==> src/rtl/med_reminder_table_ctrl.sv <==
// Reminder table controller: DEPTH entries of {valid, period, remaining}, single-entry
// commands while idle, and a tick-driven sweep that counts entries down and hands out due events.

module med_reminder_entry #(
  parameter int TIME_W = 4
) (
  input  logic              Clk,
  input  logic              Rst,
  input  logic              wr,
  input  logic              clr,
  input  logic              hit,
  input  logic [TIME_W-1:0] period_in,
  input  logic [TIME_W-1:0] rem_in,
  output logic              valid,
  output logic [TIME_W-1:0] period,
  output logic [TIME_W-1:0] rem
);
  logic due;
  assign due = (rem <= TIME_W'(1));

  always_ff @(posedge Clk or negedge Rst)
    if (!Rst)                                 valid <= 1'b0;
    else if (clr)                             valid <= 1'b0;
    else if (wr)                              valid <= 1'b1;
    else if (hit && valid && due && period == '0) valid <= 1'b0;

  // Payload is left unreset; it is only ever observed through the valid bit.
  always_ff @(posedge Clk)
    if (wr) begin
      period <= period_in;
      rem    <= rem_in;
    end else if (hit && valid) begin
      rem <= due ? period : rem - 1'b1;
    end
endmodule

module med_reminder_table_ctrl #(
  parameter int ID_W   = 4,
  parameter int TIME_W = 4
) (
  input  logic              Clk,
  input  logic              Rst,
  input  logic              Write_Enable,
  input  logic              Read_Enable,
  input  logic              Clear_Enable,
  input  logic [ID_W-1:0]   MedID_In,
  input  logic [TIME_W-1:0] TimeRem_In,
  input  logic [TIME_W-1:0] Period_In,
  input  logic              Tick,
  input  logic              Due_Ack,
  output logic              Busy,
  output logic              Read_Valid,
  output logic              Entry_Valid_Out,
  output logic [TIME_W-1:0] TimeRem_Out,
  output logic [TIME_W-1:0] Period_Out,
  output logic              Due_Valid,
  output logic [ID_W-1:0]   Due_MedID,
  output logic              Tick_Overrun
);
  localparam int DEPTH = 1 << ID_W;

  typedef enum logic [1:0] {IDLE, SWEEP, DUE_WAIT} state_t;

  state_t                        state, state_nxt;
  logic [ID_W-1:0]               idx, idx_nxt;
  logic                          due_set, due_clr;
  logic [DEPTH-1:0]              valid;
  logic [DEPTH-1:0][TIME_W-1:0]  period, rem;
  logic                          idle, clr_cmd, wr_cmd, rd_cmd, cur_due, last;

  assign idle    = (state == IDLE);
  assign Busy    = !idle;
  assign clr_cmd = idle && Clear_Enable;
  assign wr_cmd  = idle && !Clear_Enable && Write_Enable;
  assign rd_cmd  = idle && !Clear_Enable && !Write_Enable && Read_Enable;
  assign cur_due = valid[idx] && (rem[idx] <= TIME_W'(1));
  assign last    = &idx;

  for (genvar i = 0; i < DEPTH; i++) begin : g_ent
    med_reminder_entry #(.TIME_W(TIME_W)) u_ent (
      .Clk      (Clk),
      .Rst      (Rst),
      .wr       (wr_cmd && MedID_In == ID_W'(i)),
      .clr      (clr_cmd && MedID_In == ID_W'(i)),
      .hit      (state == SWEEP && idx == ID_W'(i)),
      .period_in(Period_In),
      .rem_in   (TimeRem_In),
      .valid    (valid[i]),
      .period   (period[i]),
      .rem      (rem[i])
    );
  end

  always_ff @(posedge Clk or negedge Rst)
    if (!Rst) begin
      state <= IDLE;
      idx   <= '0;
    end else begin
      state <= state_nxt;
      idx   <= idx_nxt;
    end

  always_comb begin
    state_nxt = state;
    idx_nxt   = idx;
    due_set   = 1'b0;
    due_clr   = 1'b0;
    case (state)
      IDLE:
        if (Tick) begin
          state_nxt = SWEEP;
          idx_nxt   = '0;
        end
      SWEEP:
        if (cur_due) begin
          state_nxt = DUE_WAIT;
          due_set   = 1'b1;
        end else if (last) begin
          state_nxt = IDLE;
          idx_nxt   = '0;
        end else begin
          idx_nxt   = idx + 1'b1;
        end
      DUE_WAIT:
        if (Due_Ack) begin
          due_clr   = 1'b1;
          state_nxt = last ? IDLE : SWEEP;
          idx_nxt   = last ? '0 : idx + 1'b1;
        end
      default: state_nxt = IDLE;
    endcase
  end

  // Due handshake and tick-overrun flag
  always_ff @(posedge Clk or negedge Rst)
    if (!Rst) begin
      Due_Valid    <= 1'b0;
      Due_MedID    <= '0;
      Tick_Overrun <= 1'b0;
    end else begin
      Tick_Overrun <= Tick && !idle;
      if (due_set) begin
        Due_Valid <= 1'b1;
        Due_MedID <= idx;
      end else if (due_clr) begin
        Due_Valid <= 1'b0;
      end
    end

  // Read response; data holds until the next accepted read
  always_ff @(posedge Clk or negedge Rst)
    if (!Rst) begin
      Read_Valid      <= 1'b0;
      Entry_Valid_Out <= 1'b0;
      TimeRem_Out     <= '0;
      Period_Out      <= '0;
    end else begin
      Read_Valid <= rd_cmd;
      if (rd_cmd) begin
        Entry_Valid_Out <= valid[MedID_In];
        TimeRem_Out     <= valid[MedID_In] ? rem[MedID_In]    : '0;
        Period_Out      <= valid[MedID_In] ? period[MedID_In] : '0;
      end
    end
endmodule
==> config.mk <==
export PLATFORM = sky130hd
export DESIGN_NAME = med_reminder_table_ctrl
export DESIGN_NICKNAME = d
export VERILOG_FILES = /design/src/rtl/med_reminder_table_ctrl.sv
export SDC_FILE = /design/constraint.sdc
export NUM_CORES = 1
export LEC_CHECK = 0
export CAP_MARGIN = 40
export CELL_PAD_IN_SITES_DETAIL_PLACEMENT = 1
export CELL_PAD_IN_SITES_GLOBAL_PLACEMENT = 2
export CORE_UTILIZATION = 44
export DETAILED_ROUTE_END_ITERATION = 8
export MAX_ROUTING_LAYER = met4
export PLACE_DENSITY = 0.9
export SYNTH_ARGS = -nofsm -noshare
export SYNTH_HDL_FRONTEND = slang
export SYNTH_SLANG_ARGS = --single-unit
==> constraint.sdc <==
create_clock -name Clk -period 6.9 [get_ports Clk]
set_clock_uncertainty 0.05 [all_clocks]
set_input_delay 1.035 -clock Clk [delete_from_list [all_inputs] [get_ports Clk]]
set_output_delay 1.035 -clock Clk [all_outputs]
set_load 0.05 [all_outputs]
==> results.cfg <==
[sta]
timing.final.crit_share_pct = 48.71
setup_viol = 0
hold_viol = 0
maxSlewViolCount = 0
fmax_ghz = 0.2975
slew_headroom_pct = 44.44
period_needed_ps = 3361
tightestPinTransition_ps = 830.4
rsz0062_at_grt = no
setup_tns_ps = 0

[job]
max_cap_violations = 0

[global_route]
grt_pass1_vias = 8332
grt_usage_pct = 29.93
grt_max_degree = 48
antenna_found_initial = 0
grt_pass1_wl_mm = 50.60
grt_overflow = 0

[power]
leakagePower_nw = 4.305
p_per_area_nw_per_um2 = 273.0
ir_drop_uv = 161.2

[final_layout]
nFillCells = 2449
drive_gt1_share_pct = 10.73
layout.nets = 1063
layout.cells.most_common = nand2_1
finalNonFillerCells = 1296
diodes = 0
layout_common_cells = 162 x nand2_1, 128 x edfxtp_1, 110 x nor2_1
syn2layout_area_growth_pct = 12.97
final_area_sq_um = 11310

[yosys]
ys_warn_count = 0
synth_ff_type = edfxtp_1
synth-edff-count = 128
syn_inst = 964
ys_types = 58
async_reset_ff_share_pct = 22.89
seq_area_frac_synth_pct = 47.89
syn_area_sq_um = 10010
synth_nets = 1023
syn_area_per_cell_sq_um = 10.38
ys_ff_latch = 166

[setup_path]
r2r_end = g_ent[10].u_ent.rem[1]
reg2reg_depth = 7
required_ps = 7030
cp_cell_sequence = clkdlybuf4s50_1 -> nor2b_1 -> nand2_1 -> nor2_1 -> mux2_2
critPathMaxFanout = 15
r2r_start = state[0]
slowest_stage = clkdlybuf4s50_1
cpPeakStageDelay_ps = 800
cp-end-kind = register
crit_arrival_ps = 3500
path_delay_family = simple AND/OR/NAND/NOR gates
r2r_slack_ps = 3940
path_class = in -> reg
worst-path-buf-inv = 1
startpoint_type = primary input

[drt]
drt-initial-drc-count = 674
wire_per_inst_um = 24.86
viasPerCell = 6.314
drc = 0
drt-total-wl_mm = 32.22
num_vias = 8183
drtPass1Iterations = 5
ant_nets = 0

[clock_tree]
clock-sinks = 166
cts_max_level = 4
clk_pin_slew_ps = 70
cts_setup_buffers = 0
numCtsBuffers = 17
post_cts_resized = 0
cts_tree = yes
insertion_delay_ps = 430
cts_hold_buf = 0
cts_buffer_depth = 2
root_buffer = clkbuf_16

[min_path]
holdPathEnd = Due_Valid
hold_start = Due_Valid
worst_hold_path.num_cells = 1
hp-class = reg -> reg

[floorplanning]
rows = 54
die_w_um = 152.8
die_y_um = 152.8
core_area_sq_um = 22090
io_pins = 36
floorplan.initialDensity_pct = 45.31
die_area_sq_um = 23360

[place]
dp_cells = 1265
portBuffers = 35
place_hpwl_mm = 23.71
gp_congestion = 0.9232
placed_cell_area_sq_um = 10720

[outcome]
run_status = finished clean
-- area by class of cell --
| cell class | instances | area, sq um | area share (%) |
|---|---|---|---|
| tap | 280 | 350.3 | 3.098 |
| multi-input combinational | 715 | 4873 | 43.09 |
| timing repair buffer | 48 | 495.5 | 4.381 |
| clock inverter | 12 | 152.6 | 1.350 |
| clock buffer | 19 | 432.9 | 3.828 |
| inverter | 56 | 210.2 | 1.859 |
| sequential | 166 | 4795 | 42.39 |
-- worst max-delay path by stage --
stage,depth (start not counted),endpoint,startpoint,slack [ps]
6_report,5,g_ent[10].u_ent.rem[1],MedID_In[2],3540
5_1_grt,5,g_ent[10].u_ent.rem[1],MedID_In[2],3360
4_1_cts,5,g_ent[10].u_ent.rem[1],MedID_In[2],3610
3_5_place_dp,5,g_ent[10].u_ent.rem[1],MedID_In[2],3160
3_3_place_gp,7,Period_Out[3],MedID_In[0],3060
2_1_floorplan,5,g_ent[10].u_ent.rem[0],MedID_In[1],4120
-- cells by family after synthesis --
kind of cell / Yosys count / synth area share (%)
fa+ha+maj: 40 / 4.999
xor+xnor: 10 / 0.8750
simple gates: 383 / 16.86
compound gates: 215 / 12.64
buf+inv: 83 / 3.425
mux: 67 / 13.31
flops: 166 / 47.89
-- state kept, by name (all words and copies together) (netlist names) --
register,count
state,2
Entry_Valid_Out,1
Period_Out,4
Tick_Overrun,1
g_ent.u_ent.rem,64
Due_MedID,4
g_ent.u_ent.period,64
idx,4
Read_Valid,1
TimeRem_Out,4
Due_Valid,1
g_ent.u_ent.valid,16
-- report_power, final --
| group | total, W | switching, W | internal (W) |
|---|---|---|---|
| logic | 0.000804 | 0.000494 | 0.000310 |
| registers | 0.00131 | 0.000126 | 0.00118 |
| clock network | 0.000977 | 0.000409 | 0.000568 |
| total | 0.00309 | 0.00103 | 0.00206 |
-- worst register-to-register path, cell delays in order, from the launching register on --
cell and delay (ps):
dfrtp_1 430, inv_1 100, ha_1 360, nor2b_1 350
and2_1 200, nand2_1 120, nor2_1 680, mux2_2 420
-- synthesized netlist by cell type, types with 2 or more instances --
| master | count | area (sq um) |
|---|---|---|
| clkbuf_1 | 13 | 48.80 |
| and3_1 | 6 | 37.54 |
| nor3_1 | 24 | 120.1 |
| o221ai_1 | 2 | 17.52 |
| nor2_1 | 110 | 412.9 |
| nand2b_1 | 10 | 62.56 |
| buf_2 | 10 | 50.05 |
| nor2b_1 | 12 | 75.07 |
| mux2i_1 | 6 | 60.06 |
| o2111ai_1 | 3 | 26.28 |
| o311ai_0 | 13 | 113.9 |
| o32ai_1 | 6 | 52.55 |
| o22ai_1 | 3 | 18.77 |
| o31ai_1 | 3 | 22.52 |
| mux2_2 | 9 | 101.4 |
| edfxtp_1 | 128 | 3844 |
| inv_1 | 55 | 206.5 |
| or4_1 | 12 | 90.09 |
| nand3_1 | 21 | 105.1 |
| or3_1 | 4 | 25.02 |
| nand4_1 | 8 | 50.05 |
| dfrtp_1 | 38 | 950.9 |
| a21o_1 | 2 | 15.01 |
| xnor2_1 | 9 | 78.83 |
| o21ai_1 | 9 | 45.04 |
| buf_4 | 3 | 22.52 |
| ha_1 | 40 | 500.5 |
| mux4_2 | 49 | 1104 |
| nand2_1 | 162 | 608.1 |
| and2_1 | 3 | 18.77 |
| a21oi_1 | 44 | 220.2 |
| mux4_1 | 2 | 52.55 |
| nor4_1 | 5 | 31.28 |
| o21ai_0 | 108 | 540.5 |
| o211ai_1 | 9 | 67.56 |
-- routing by layer --
metal | global-route usage [%] | wire length (um)
met5 | - | 0
met2 | 46.51 | 14920
met4 | 9.909 | 726
met3 | 5.189 | 2243
met1 | 39.86 | 14330
-- metrics by stage --
step / setup WS (ps) / util (%) / hold WS, ps / total power, W
floorplan: 4124 / - / 466.0 / 0.001830
global placement: 3056 / 48.05 / 410.9 / 0.002094
detailed placement: 3162 / 48.54 / 419.5 / 0.002118
CTS: 3610 / 51.19 / 434.1 / 0.003087
global route: 3360 / 51.19 / 462.1 / 0.003204
finish: 3539 / 51.19 / 426.0 / 0.003087
Power figures use the tool's default switching activity.
==> RTL edit: new RTL, config.mk and constraints unchanged <==
Make the reset (`Rst`) synchronous in 4 clocked blocks.
--- a/src/rtl/med_reminder_table_ctrl.sv
+++ b/src/rtl/med_reminder_table_ctrl.sv
@@ -18,7 +18,7 @@
   logic due;
   assign due = (rem <= TIME_W'(1));
 
-  always_ff @(posedge Clk or negedge Rst)
+  always_ff @(posedge Clk)
     if (!Rst)                                 valid <= 1'b0;
     else if (clr)                             valid <= 1'b0;
     else if (wr)                              valid <= 1'b1;
@@ -91,7 +91,7 @@
     );
   end
 
-  always_ff @(posedge Clk or negedge Rst)
+  always_ff @(posedge Clk)
     if (!Rst) begin
       state <= IDLE;
       idx   <= '0;
@@ -132,7 +132,7 @@
   end
 
   // Due handshake and tick-overrun flag
-  always_ff @(posedge Clk or negedge Rst)
+  always_ff @(posedge Clk)
     if (!Rst) begin
       Due_Valid    <= 1'b0;
       Due_MedID    <= '0;
@@ -148,7 +148,7 @@
     end
 
   // Read response; data holds until the next accepted read
-  always_ff @(posedge Clk or negedge Rst)
+  always_ff @(posedge Clk)
     if (!Rst) begin
       Read_Valid      <= 1'b0;
       Entry_Valid_Out <= 1'b0;
Behaviour: differs if Rst is asserted again (counterexample within 4 cycles, from zero or initial values and one cycle with Rst low); with Rst held inactive, the same outputs for 4 cycles.
==> RTL edit against the original RTL <==
Routed wire length decreased by 0.76%; register-to-register slack worse by 0.02 ns; first-iteration DRC count grew 5.5%; highest routed layer unchanged; critical path depth unchanged; design area down 1.9%; sequential cell count stayed put; worst setup slack got worse by 0.058 ns; final cell count increased by 1.6%; synthesized area decreased by 0.90%; the run now ends with design-rule violations left.
Power is not compared: it rests on default switching activity, and its combinational part moved more than twofold at a synthesized area within 25%.
==> RTL edit: results (changes against the original RTL) <==
metric,value,unit,change
grt.total_usage,0.2953,,-0.004007
drive_above_1_share,0.1071,,-0.0001406
first_iter_violations,711,,+5.5%
synth_commonest_cells,"157 x nand2_1, 128 x edfxtp_1, 112 x nor2_1",,
r2r_start,state[0],,
drtPass1Iterations,7,,+2
fill_cells,2453,,+0.16%
ys_types,64,,+10%
antenna_found_initial,1,,+1
grt_max_degree,46,,-4.2%
max_slew_margin,0.3751,,-0.06926
violations,design-rule violations,,
crit_fanout,14,,-1
grt_pass1_wl,49800,µm,-1.6%
placed_area,10500,µm²,-2.1%
ys_seq_area_frac,0.4641,,-0.01482
hpwlAfterDp,23220,µm,-2.1%
ff2ff_setup_slack,3.92,ns,-0.02 ns
async_flop_share,0,,-0.2289
r2r_end,g_ent[9].u_ent.rem[3],,
ys_top_cells_by_area,"edfxtp_1 39%, mux4_2 10%, dfxtp_1 7.7%",,
outcome,"finished, violations left",,
fin_nets,1082,,+1.8%
totalWireLength,31980,µm,-0.76%
drc_errors,5,,+5
## RTL edit: cell types whose count changed after synthesis, sizes merged, moves of 11 or more
cell / before / now
dfrtp: 38 / 0
o31ai: 3 / 17
a21oi: 44 / 75
dfxtp: 0 / 38
nor3: 24 / 13
nand3: 22 / 37
## RTL edit: cells by family (layout without fill, tap and decap cells)
group                    Yosys count  after routing  share of synthesized area
AND/OR/NAND/NOR                  393            393                     0.1827
multiplexers                      50             50                     0.1073
AO/OA/AOI/OAI                    244            244                     0.1431
other                              0              1                          0
buffers and inverters             96            135                    0.04515
adder cells (fa/ha/maj)           40             40                    0.05045
flip-flops                       166            166                     0.4641
XOR/XNOR                           8              8                   0.007063
## RTL edit: area by class of cell
type                            instances  area, µm²  share of cell area
Timing Repair Buffer                   46      460.4             0.04152
Clock buffer                           18      439.2             0.03960
Antenna cell                            1      2.502           0.0002257
Multi-Input combinational cell        735       4868              0.4390
Clock inverter                         14      150.1             0.01354
Inverter                               57      214.0             0.01929
Tap cell                              280      350.3             0.03159
Sequential cell                       166       4604              0.4152
## RTL edit: per-stage QoR
stage / setup WS, ns / cells / hold WS, ns / util
6_report: 3.481 / 1317 / 0.4093 / 0.5050
5_1_grt: 3.222 / 1317 / 0.4295 / 0.5050
4_1_cts: 3.485 / 1316 / 0.4120 / 0.5049
3_5_place_dp: 3.025 / 1284 / 0.4029 / 0.4781
3_3_place_gp: 3.127 / 1279 / 0.3939 / 0.4746
2_1_floorplan: 4.161 / 997 / 0.4026 / -
## RTL edit: how the worst min path moves through the flow
stage	startpoint	end	slack (ns)	cells past startpoint
global placement	TimeRem_Out[2]	TimeRem_Out[2]	0.39	2
detailed placement	Period_Out[0]	Period_Out[0]	0.40	2
finish	Period_Out[3]	Period_Out[3]	0.41	2
floorplan	g_ent[10].u_ent.valid	g_ent[10].u_ent.valid	0.40	2
CTS	Period_Out[0]	Period_Out[0]	0.41	2
global route	Period_Out[3]	Period_Out[3]	0.43	2
## RTL edit: routing by layer
metal  part of all wire  GRT usage
met1               0.45     0.3988
met3              0.062    0.05034
met4              0.023    0.09232
met5                  0          -
met2               0.47     0.4545
## RTL edit: critical path, cell delays in order
cell and delay (ns):
clkdlybuf4s50_1 0.78, or2_2 0.52, or2_2 0.28, nor2_1 0.62, a31o_2 0.27
## RTL edit: power by group through the flow
| stage | combinational [mW] | clock, mW | sequential [mW] |
|---|---|---|---|
| after floorplan | 0.201 | 0 | 1.13 |
| after global placement | 0.303 | 0 | 1.14 |
| after detailed placement | 0.315 | 0 | 1.14 |
| after CTS | 0.316 | 0.992 | 1.12 |
| after global routing | 0.341 | 1.03 | 1.12 |
| final | 0.319 | 0.983 | 1.12 |
